<file path="src/rtl/alu_pkg.sv">
// Shared opcode constants and FSM state encoding for the serial ALU requester.
package alu_pkg;

    localparam logic [1:0] OP_ADD = 2'b00;
    localparam logic [1:0] OP_SUB = 2'b01;
    localparam logic [1:0] OP_MUL = 2'b10;
    localparam logic [1:0] OP_DIV = 2'b11;

    typedef enum logic [2:0] {
        ST_IDLE,
        ST_SEND_X,
        ST_SEND_Y,
        ST_WAIT,
        ST_CAP_LO,
        ST_RESP
    } alu_drv_state_t;

endpackage

</file>
<file path="src/rtl/alu_drv_timer.sv">
// Watchdog counter for the WAIT phase: clears on request, counts while enabled,
// and parks at TIMEOUT-1 where the terminal flag is raised.
module alu_drv_timer #(
    parameter int TIMEOUT = 64
) (
    input  logic clk,
    input  logic rst,
    input  logic clear,
    input  logic enable,
    output logic terminal
);

    localparam int CW = $clog2(TIMEOUT + 1);

    logic [CW-1:0] countReg;

    always_ff @(posedge clk) begin
        if (rst || clear) begin
            countReg <= '0;
        end else if (enable && !terminal) begin
            countReg <= countReg + 1'b1;
        end
    end

    assign terminal = (countReg == CW'(TIMEOUT - 1));

endmodule

</file>
<file path="src/rtl/alu_driver.sv">
// Requester for the serial ALU: takes an operation upstream, streams operands,
// collects the two result words (or aborts on watchdog) and returns them upstream.
module alu_driver
    import alu_pkg::*;
#(
    parameter int w       = 8,
    parameter int TIMEOUT = 64
) (
    input  logic         clk,
    input  logic         rst,
    input  logic         req_valid,
    output logic         req_ready,
    input  logic [w-1:0] req_x,
    input  logic [w-1:0] req_y,
    input  logic [1:0]   req_op,
    output logic         resp_valid,
    input  logic         resp_ready,
    output logic [w-1:0] resp_hi,
    output logic [w-1:0] resp_lo,
    output logic         resp_err,
    output logic [w-1:0] alu_in,
    output logic [1:0]   alu_op,
    output logic         alu_valid,
    output logic         alu_rst,
    input  logic [w-1:0] alu_o,
    input  logic         alu_ready
);

    alu_drv_state_t stateReg;
    logic [w-1:0]   yReg;
    logic           timeoutHit;

    alu_drv_timer #(.TIMEOUT(TIMEOUT)) watchdog (
        .clk      (clk),
        .rst      (rst),
        .clear    (stateReg == ST_SEND_Y),
        .enable   (stateReg == ST_WAIT),
        .terminal (timeoutHit)
    );

    // Every output is updated together with the state so it lines up with the state it belongs to.
    always_ff @(posedge clk) begin
        if (rst) begin
            stateReg   <= ST_IDLE;
            yReg       <= '0;
            req_ready  <= 1'b1;
            resp_valid <= 1'b0;
            resp_hi    <= '0;
            resp_lo    <= '0;
            resp_err   <= 1'b0;
            alu_in     <= '0;
            alu_op     <= '0;
            alu_valid  <= 1'b0;
            alu_rst    <= 1'b0;
        end else begin
            alu_rst <= 1'b0;
            case (stateReg)
                ST_IDLE: begin
                    if (req_valid) begin
                        yReg      <= req_y;
                        req_ready <= 1'b0;
                        alu_valid <= 1'b1;
                        alu_in    <= req_x;
                        alu_op    <= req_op;
                        stateReg  <= ST_SEND_X;
                    end
                end
                ST_SEND_X: begin
                    alu_valid <= 1'b0;
                    alu_op    <= '0;
                    alu_in    <= yReg;
                    stateReg  <= ST_SEND_Y;
                end
                ST_SEND_Y: begin
                    alu_in   <= '0;
                    stateReg <= ST_WAIT;
                end
                ST_WAIT: begin
                    // A finish strobe on the terminal cycle still counts as success.
                    if (alu_ready) begin
                        resp_hi  <= alu_o;
                        stateReg <= ST_CAP_LO;
                    end else if (timeoutHit) begin
                        alu_rst    <= 1'b1;
                        resp_err   <= 1'b1;
                        resp_hi    <= '0;
                        resp_lo    <= '0;
                        resp_valid <= 1'b1;
                        stateReg   <= ST_RESP;
                    end
                end
                ST_CAP_LO: begin
                    resp_lo    <= alu_o;
                    resp_err   <= 1'b0;
                    resp_valid <= 1'b1;
                    stateReg   <= ST_RESP;
                end
                ST_RESP: begin
                    if (resp_ready) begin
                        resp_valid <= 1'b0;
                        resp_hi    <= '0;
                        resp_lo    <= '0;
                        resp_err   <= 1'b0;
                        req_ready  <= 1'b1;
                        stateReg   <= ST_IDLE;
                    end
                end
                default: begin
                    req_ready  <= 1'b1;
                    resp_valid <= 1'b0;
                    alu_valid  <= 1'b0;
                    alu_in     <= '0;
                    alu_op     <= '0;
                    stateReg   <= ST_IDLE;
                end
            endcase
        end
    end

endmodule

</file>
<file path="config.mk">
export PLATFORM = sky130hd
export DESIGN_NAME = alu_driver
export DESIGN_NICKNAME = d
export VERILOG_FILES = /design/src/rtl/alu_pkg.sv /design/src/rtl/alu_drv_timer.sv /design/src/rtl/alu_driver.sv
export SDC_FILE = /design/constraint.sdc
export NUM_CORES = 1
export LEC_CHECK = 0
export CAP_MARGIN = 10
export CORE_UTILIZATION = 44
export CTS_BUF_LIST = sky130_fd_sc_hd__clkbuf_4 sky130_fd_sc_hd__clkbuf_8
export DETAILED_ROUTE_END_ITERATION = 7
export PLACE_DENSITY = 0.78
export SYNTH_ARGS = -nofsm -noshare
export SYNTH_HDL_FRONTEND = slang
export SYNTH_SLANG_ARGS = --single-unit
</file>
<file path="constraint.sdc">
create_clock -name clk -period 1.61 [get_ports clk]
set_input_delay 0.322 -clock clk [delete_from_list [all_inputs] [get_ports clk]]
set_output_delay 0.322 -clock clk [all_outputs]
set_load 0.005 [all_outputs]
</file>
# After elaboration in Yosys (flattened, before gate mapping)
# Index checks and enable logic that the tools add are counted.
op_classes:
  add_sub_neg: 1
  n_eq_ne: 11
  muxes: 26
  bitwise_logic: 5
  reduce_logical: 19
ops:
  columns: ["operator", "n"]
  rows:
  - ["$pmux 8 s3", 2]
  - ["$mux 8", 5]
  - ["$pmux 3 s6", 1]
  - ["$pmux 8 s2", 1]
  - ["$mux 3", 4]
  - ["$reduce_and 3->1", 3]
  - ["$reduce_or 3->1", 3]
  - ["$ne 2x2->1 const B", 4]
  - ["$reduce_and 4->1", 2]
  - ["$reduce_or 4->1", 2]
  - ["$add 7x1->7 const B", 1]
  - ["$eq 7x6->1 const B", 1]
  - ["$mux 1", 7]
  - ["$eq 3x2->1 const B", 2]
  - ["$eq 3x3->1 const B", 2]
  - ["$pmux 1 s3", 2]
  - ["$reduce_and 2->1", 3]
  - ["$not 1->1", 5]
  - ["$pmux 1 s4", 1]
  - ["$pmux 2 s2", 1]
  - ["$eq 3x1->1 const B", 1]
  - ["$logic_not 3->1", 1]
  - ["$ne 3x3->1 const B", 1]
  - ["$reduce_bool 3->1", 1]
  - ["other kinds (6)", 6]
totals:
  reg_bits: 49

# Logic depth before layout (Yosys ltp)
# Gate-level depths: netlist of the first run.
depth:
  ltp_word: 4
  depth_mapped: 5
  mapped_depth_nobuf: 4

# Hierarchy
# A second synthesis of the first run with hierarchy kept.
hier_totals:
  hier_cells: 249
  area_unflattened_um2: 2296.0
by_module_without_submodules:
  columns: ["module", "instances", "cells_each", "area_each_um2"]
  rows:
  - ["alu_driver", 1, 213, 1954.4]
  - ["alu_drv_timer", 1, 36, 341.6]

# Worst setup path after synthesis of the first run
# Ideal clock, no wire load.
synth_path:
  path_type: "reg-to-reg"
  start: "register watchdog.countReg[0]"
  end: "register resp_hi[0]"
  t_arrival_ns: 1.465
  required_ns: 1.493
  setup_slack_ns: 0.027
  path_stages_with_launch: 6
  n_path_buf: 1
  synth_period_minus_slack_ns: 1.583
  path_cell_list: "dfxtp_1 -> ha_1 -> nand4_1 -> or3_1 -> buf_2 -> a32o_1"
synth_between:
  elab_chain_cells: 3
synth_rtl:
  columns: ["element", "line", "text"]
  rows:
  - ["start: declaration", "alu_drv_timer.sv:15", "logic [CW-1:0] countReg;"]
  - ["start signal: assignment", "alu_drv_timer.sv:21", "countReg <= countReg + 1'b1;"]
  - ["$eq 7x6->1", "alu_drv_timer.sv:25", "assign terminal = (countReg == CW'(TIMEOUT - 1));"]
  - ["$ne 3x3->1 (no line)", null, null]
  - ["$reduce_and 3->1 (no line)", null, null]
  - ["end signal: assignment", "alu_driver.sv:81", "resp_hi <= alu_o;"]
  - ["end: declaration", "alu_driver.sv:18", "output logic [w-1:0] resp_hi,"]
# Every way passes these cells.
# A chain may end at the register's enable or synchronous reset.

# Final worst setup path of the first run
layout_path:
  start: "register watchdog.countReg[0]"
  end: "register resp_hi[5]"
# The elaborated chain is that of the path after synthesis.

==> results of run 1 <==
-- final cells by class --
type | instances | share of cell area [%]
clock inverters | 2 | 0.477
clock buffers | 6 | 2.42
well taps | 67 | 2.66
multi-input cells | 149 | 34.0
repair buffers | 91 | 26.9
inverters | 19 | 2.26
flip-flops and latches | 49 | 31.2
-- cell families (layout without fill, tap and decap cells) --
| kind of cell | Yosys count | count (layout) | share of synthesized area (%) |
|---|---|---|---|
| muxes | 13 | 13 | 5.92 |
| adders and majority gates | 1 | 1 | 0.569 |
| and+or+nand+nor | 76 | 76 | 21.1 |
| AOI/OAI and AO/OA | 59 | 59 | 20.4 |
| DFF | 49 | 49 | 44.6 |
| buffers and inverters | 34 | 118 | 7.35 |
-- registers in the layout, summed over array words and instances (netlist names) --
name and count:
alu_op 2, resp_err 1, resp_lo 8, resp_valid 1, watchdog.countReg 7, alu_rst 1
alu_in 8, req_ready 1, alu_valid 1, stateReg 3, resp_hi 8, yReg 8
-- per-stage QoR --
stage | cells | hold slack (ps) | setup TNS, ps | util, %
after CTS | 383 | 450 | 0 | 65.8
after global routing | 383 | 482 | 0 | 66.2
final | 383 | 450 | 0 | 66.2
after global placement | 375 | 430 | -440 | 63.9
after detailed placement | 375 | 436 | -1380 | 63.9
after floorplan | 232 | 398 | 0 | -
-- where the power goes --
part | total, mW | internal (mW) | leakage (nW) | switching, mW
clock network | 0.738 | 0.323 | 0.0408 | 0.415
logic | 0.446 | 0.258 | 0.700 | 0.187
registers | 1.30 | 1.27 | 0.399 | 0.0387
-- layout by cell type (no fill, tap or decap), types with 4 or more instances in the layout --
master and count:
o32ai_1 8, mux2i_1 13, o41ai_1 7, nand3_1 4, nand2b_1 4, a32o_1 8
nor2_1 5, clkdlybuf4s50_1 61, nand3b_1 6, dfxtp_1 48, nand2_1 34, buf_4 29
clkbuf_8 5, inv_1 19, or3b_2 5, a21oi_1 16
-- worst paths after layout --
path,startpoint,endpoint,slack (ps),cells past startpoint
max reg2reg,watchdog.countReg[0],resp_hi[5],50,4
min,watchdog.countReg[6],watchdog.countReg[6],450,2
min reg2reg,watchdog.countReg[6],watchdog.countReg[6],450,2
max,watchdog.countReg[0],resp_hi[5],50,4
-- layer usage --
| layer | wire length (µm) | global-route usage [%] | part of all wire (%) |
|---|---|---|---|
| met1 | 2440 | 28.7 | 48 |
| met2 | 2430 | 32.3 | 48 |
| met3 | 163 | 3.31 | 3.2 |
| met4 | 78 | 8.50 | 1.5 |
| met5 | 0 | 0 | 0 |
-- critical path, stage by stage, from the launching register on --
cell and delay [ps]:
dfxtp_1 350, ha_1 180, nand4_1 150, or3_1 470, a32o_1 310
==> run_results.csv, run 1 <==
group,metric,value,unit
yosys,synth.top_cell.area_share,44.6,%
critical_path,start_kind,"flop",
detailed_routing,drtPass1Iterations,4,
clock_tree,cts_resized,0,
cells_and_area,multi_input_area,0.00107,mm²
detailed_routing,drc,0,
placed_design,gp_congestion,0.798,
cells_and_area,antenna-diode-count,0,
outcome,outcome,"complete, no violations",
floorplan,num_io_pins,62,
yosys,netlist_area,0.00220,mm²
floorplan,num_rows,25,
sta,final-setup-viol-count,0,
grt,grt_first_pass_wirelength,8.48,mm
clock_tree,ctsHoldBuffers,0,
sta,fin_skew,11.8,ps
yosys,yosys_register_bits,49,
cells_and_area,stdcell_area,0.00315,mm²
grt,grt_max_degree,16,
sta,drv_slew,0,
detailed_routing,post_drt_wl_per_cell,13.4,µm
worst_hold_path,min_path_type,"flop to flop",
sta,period_minus_slack,1560,ps
pwr,power_density,790,mW/mm²
yosys,synth_top_cells_by_area,"dfxtp_1 45%, mux2i_1 5.9%, nand2_1 5.8%",
yosys,syn-instance-count,232,
detailed_routing,ant_nets,0,
critical_path,cp.required,1820,ps
clock_tree,htree_levels,2,
yosys,syn_avg_cell_area,9.47,µm²
clock_tree,clk_latency,310,ps
sta,rsz0062_at_grt,"no",
clock_tree,cts.sinks,49,
yosys,async_flop_share,0,%
placed_design,place_hpwl,3.87,mm
sta,fmax,0.642,GHz
pwr,finalPower,2.49,mW
yosys,yosysWarningCount,0,
placed_design,pre_cts_ws,-114,ps
grt,track_usage,20.8,%
critical_path,end_kind,"flop",
job,cap_violations,0,
clock_tree,ctsLongestPathBuffers,2,
yosys,synth_ff_type,"dfxtp_1",
detailed_routing,totalWireLength,5.12,mm
clock_tree,root_buffer,"clkbuf_8",
cells_and_area,syn_to_final_growth,43.3,%
placed_design,placed_area,0.00304,mm²
cells_and_area,seq_area,982,µm²
detailed_routing,vias,1983,
yosys,synth_commonest_cells,"49 x dfxtp_1, 34 x nand2_1, 19 x inv_1",
yosys,ys_seq_area_share,44.6,%
yosys,synth_edf_count,0,
critical_path,arrival,1770,ps
floorplan,die_y,72.7,µm
cells_and_area,fillers,398,
sta,finalCritPeriodShare,96.8,%
detailed_routing,drt_iter0_drc,84,
sta,tightestPinTransition,478,ps
floorplan,initial_core_util,46.2,%
floorplan,die_x,72.7,µm
sta,fin_ws,51.5,ps
critical_path,critPathKind,"flop to flop",
grt,antenna_found_initial,0,
grt,grt_overflow,0,
pwr,leakage,1.14,nW
yosys,synth_cell_types,44,
placed_design,portBuffers,61,
detailed_routing,drt-vias-per-instance,5.18,
critical_path,crit_fanout,8,
cells_and_area,drive_above_1_share,17.4,%
floorplan,die_area,0.00528,mm²
clock_tree,cts_tree,"built",
pwr,vdd_drop_max,521,µV
sta,slew_headroom,68.1,%
clock_tree,cts_buffers,5,
clock_tree,post_cts_buffers,0,
floorplan,coreArea,0.00475,mm²
sta,finalHoldViolations,0,
grt,grt_pass1_vias,1843,
cells_and_area,fin_nets,347,
yosys,synth_top_area_cell,"dfxtp_1",
yosys,yosysMostFrequentCell,"dfxtp_1",
clock_tree,clkTransAtPathRegs,90,ps
yosys,syn_nets,264,
Note: power is estimated with default switching activity, not from simulation.
==> run 2: changes to the inputs <==
Settings changed: CORE_UTILIZATION 44 to 45, PLACE_DENSITY 0.78 to 0.79, SYNTH_HIERARCHICAL set to 1.
==> run_results.csv, run 2 <==
group,metric,value,unit
sta,period_minus_slack,1560,ps
floorplan,initial_core_util,47.7,%
critical_path,cp.required,1840,ps
yosys,yosys_register_bits,49,
cells_and_area,mostFrequentLayoutCells,"61 x clkdlybuf4s50_1, 46 x dfxtp_1, 33 x buf_4",
outcome,outcome,"complete, no violations",
floorplan,die_x,73.4,µm
floorplan,coreArea,0.00482,mm²
placed_design,placed_area,0.00313,mm²
detailed_routing,totalWireLength,5.78,mm
pwr,combPwrFrac,24.6,%
clock_tree,clkTransAtPathRegs,80,ps
sta,final-setup-viol-count,0,
placed_design,portBuffers,61,
sta,finalCritPeriodShare,96.7,%
yosys,synth_top_cells_by_area,"dfxtp_1 43%, nand2_1 4.9%, mux2i_1 4.4%",
cells_and_area,final_util,68.7,%
yosys,synth_top_area_cell,"dfxtp_1",
critical_path,crit_fanout,8,
grt,grt_pass1_vias,2057,
critical_path,critPathSlowestCell,"dfxtp_1",
floorplan,num_rows,25,
yosys,async_flop_share,0,%
detailed_routing,drc,0,
sta,fmax,0.642,GHz
cells_and_area,drive_above_1_share,19.6,%
detailed_routing,ant_nets,0,
sta,holdWs,455,ps
pwr,power_density,799,mW/mm²
clock_tree,clk_latency,300,ps
placed_design,place_hpwl,4.16,mm
job,cap_violations,0,
yosys,yosysWarningCount,6,
yosys,syn_avg_cell_area,9.22,µm²
clock_tree,root_buffer,"clkbuf_8",
yosys,synth_commonest_cells,"49 x dfxtp_1, 30 x nand2_1, 19 x a21oi_1",
yosys,yosysMostFrequentCell,"dfxtp_1",
critical_path,end_kind,"flop",
critical_path,start_kind,"flop",
critical_path,crit_path_max_incr_delay,340,ps
grt,grt_max_degree,17,
detailed_routing,drtPass1Iterations,4,
cells_and_area,fin_nets,373,
pwr,vdd_drop_max,412,µV
cells_and_area,fillers,388,
floorplan,num_io_pins,62,
grt,grt_first_pass_wirelength,9.13,mm
grt,track_usage,21.9,%
worst_hold_path,min_path_type,"flop to flop",
clock_tree,cts_buffers,5,
sta,drv_slew,0,
pwr,switching_power,0.738,mW
clock_tree,ctsLongestPathBuffers,2,
cells_and_area,syn_to_final_growth,44.1,%
floorplan,die_y,73.4,µm
sta,tightestPinTransition,412,ps
clock_tree,cts.sinks,49,
sta,fin_skew,5.79,ps
cells_and_area,mostFrequentLayoutCell,"clkdlybuf4s50_1",
yosys,synth_ff_type,"dfxtp_1",
pwr,swShare,27.9,%
critical_path,r2r_slack,50,ps
cells_and_area,multi_input_area,0.00123,mm²
cells_and_area,seq_area,985,µm²
yosys,synth_cell_types,51,
sta,finalHoldViolations,0,
sta,slew_headroom,72.3,%
grt,grt_overflow,0,
placed_design,gp_congestion,0.824,
cells_and_area,antenna-diode-count,0,
cells_and_area,stdcell_area,0.00331,mm²
critical_path,critPathKind,"flop to flop",
detailed_routing,post_drt_wl_per_cell,14.3,µm
yosys,synth_edf_count,0,
grt,antenna_found_initial,0,
critical_path,path_cells,"ha_4, and3b_4, nand2_4, inv_4, o21ai_4, a2bb2oi_4, o21ai_1, a21oi_1",
yosys,synth.top_cell.area_share,42.7,%
detailed_routing,drt-vias-per-instance,5.38,
detailed_routing,vias,2174,
yosys,syn-instance-count,249,
yosys,ys_seq_area_share,42.7,%
clock_tree,htree_levels,2,
pwr,clockPowerShare,25.1,%
floorplan,die_area,0.00539,mm²
pwr,internal-power,1.90,mW
yosys,netlist_area,0.00230,mm²
detailed_routing,drt_iter0_drc,114,
clock_tree,cts_tree,"built",
critical_path,arrival,1790,ps
pwr,finalPower,2.64,mW
pwr,seqPwrFrac,50.3,%
yosys,syn_nets,284,
pwr,leakage,1.23,nW
==> run 2: cell types whose count changed after synthesis, sizes merged, moves of 4 or more <==
cell	delta
o21ai	+15
a32o	-8
nand2b	+7
nand4	+7
o31ai	+7
o41ai	-7
a31oi	+6
or3b	-5
inv	-4
nand2	-4
==> run 2: layer usage <==
metal  wire (µm)  global-route usage (%)  vias up
li1            -                       -     1075
met3         286                    3.57        9
met2        2820                    35.1       67
met5           0                       0        -
met4          95                    8.97        0
met1        2580                    29.3     1023
==> run 2: path summary, 6_finish.rpt <==
kind | startpoint | depth (start not counted) | endpoint
worst max-delay path | watchdog/countReg[1] | 8 | resp_hi[0]
worst min-delay path | watchdog/countReg[6] | 2 | watchdog/countReg[6]
worst max register to register | watchdog/countReg[1] | 8 | resp_hi[0]
worst min register to register | watchdog/countReg[6] | 2 | watchdog/countReg[6]
==> run 2: what timing repair did <==
action | CTS | global route
buffers inserted | 2 | 3
resized for setup | 6 | 12
hold buffers | 0 | 0
pin swaps | 3 | 9
setup endpoints to repair | 9 | 22
==> run 2: logic make-up after synthesis <==
family,count (synthesis),share of synthesized area [%]
buffers and inverters,28,6.32
DFF,49,42.7
and+or+nand+nor,84,20.6
AOI/OAI and AO/OA,74,23.8
adders and majority gates,4,2.18
muxes,10,4.36
==> run 2: worst max-delay path, delay by kind of cell (launching register included) <==
| family | cells | cell delay [ps] |
|---|---|---|
| AO/OA/AOI/OAI | 4 | 680 |
| adder cells (fa/ha/maj) | 1 | 160 |
| buffers and inverters | 1 | 40 |
| flip-flops | 1 | 340 |
| AND/OR/NAND/NOR | 2 | 260 |
==> run 2: metrics by stage <==
step	setup TNS (ps)	setup WS, ps	std cells
floorplan	0	46.5	249
global placement	-658	-68.7	393
detailed placement	-877	-121	393
CTS	-34.5	-23.7	401
global route	-15.6	-11.0	404
finish	0	52.8	404
==> run 2: power by group through the flow <==
| stage | registers (mW) | clock network, mW | logic [mW] |
|---|---|---|---|
| 2_1_floorplan | 1.34 | 0 | 0.349 |
| 3_3_place_gp | 1.35 | 0 | 0.613 |
| 3_5_place_dp | 1.36 | 0 | 0.621 |
| 4_1_cts | 1.33 | 0.681 | 0.640 |
| 5_1_grt | 1.34 | 0.714 | 0.704 |
| 6_report | 1.33 | 0.663 | 0.650 |
==> run 2: cell type report <==
class                      count  area share (%)
clock buffer                   5            2.08
inverter                      15            1.78
multi-input combinational    172            37.1
tap                           67            2.53
timing repair buffer          95            26.6
sequential                    49            29.8
clock inverter                 1           0.151
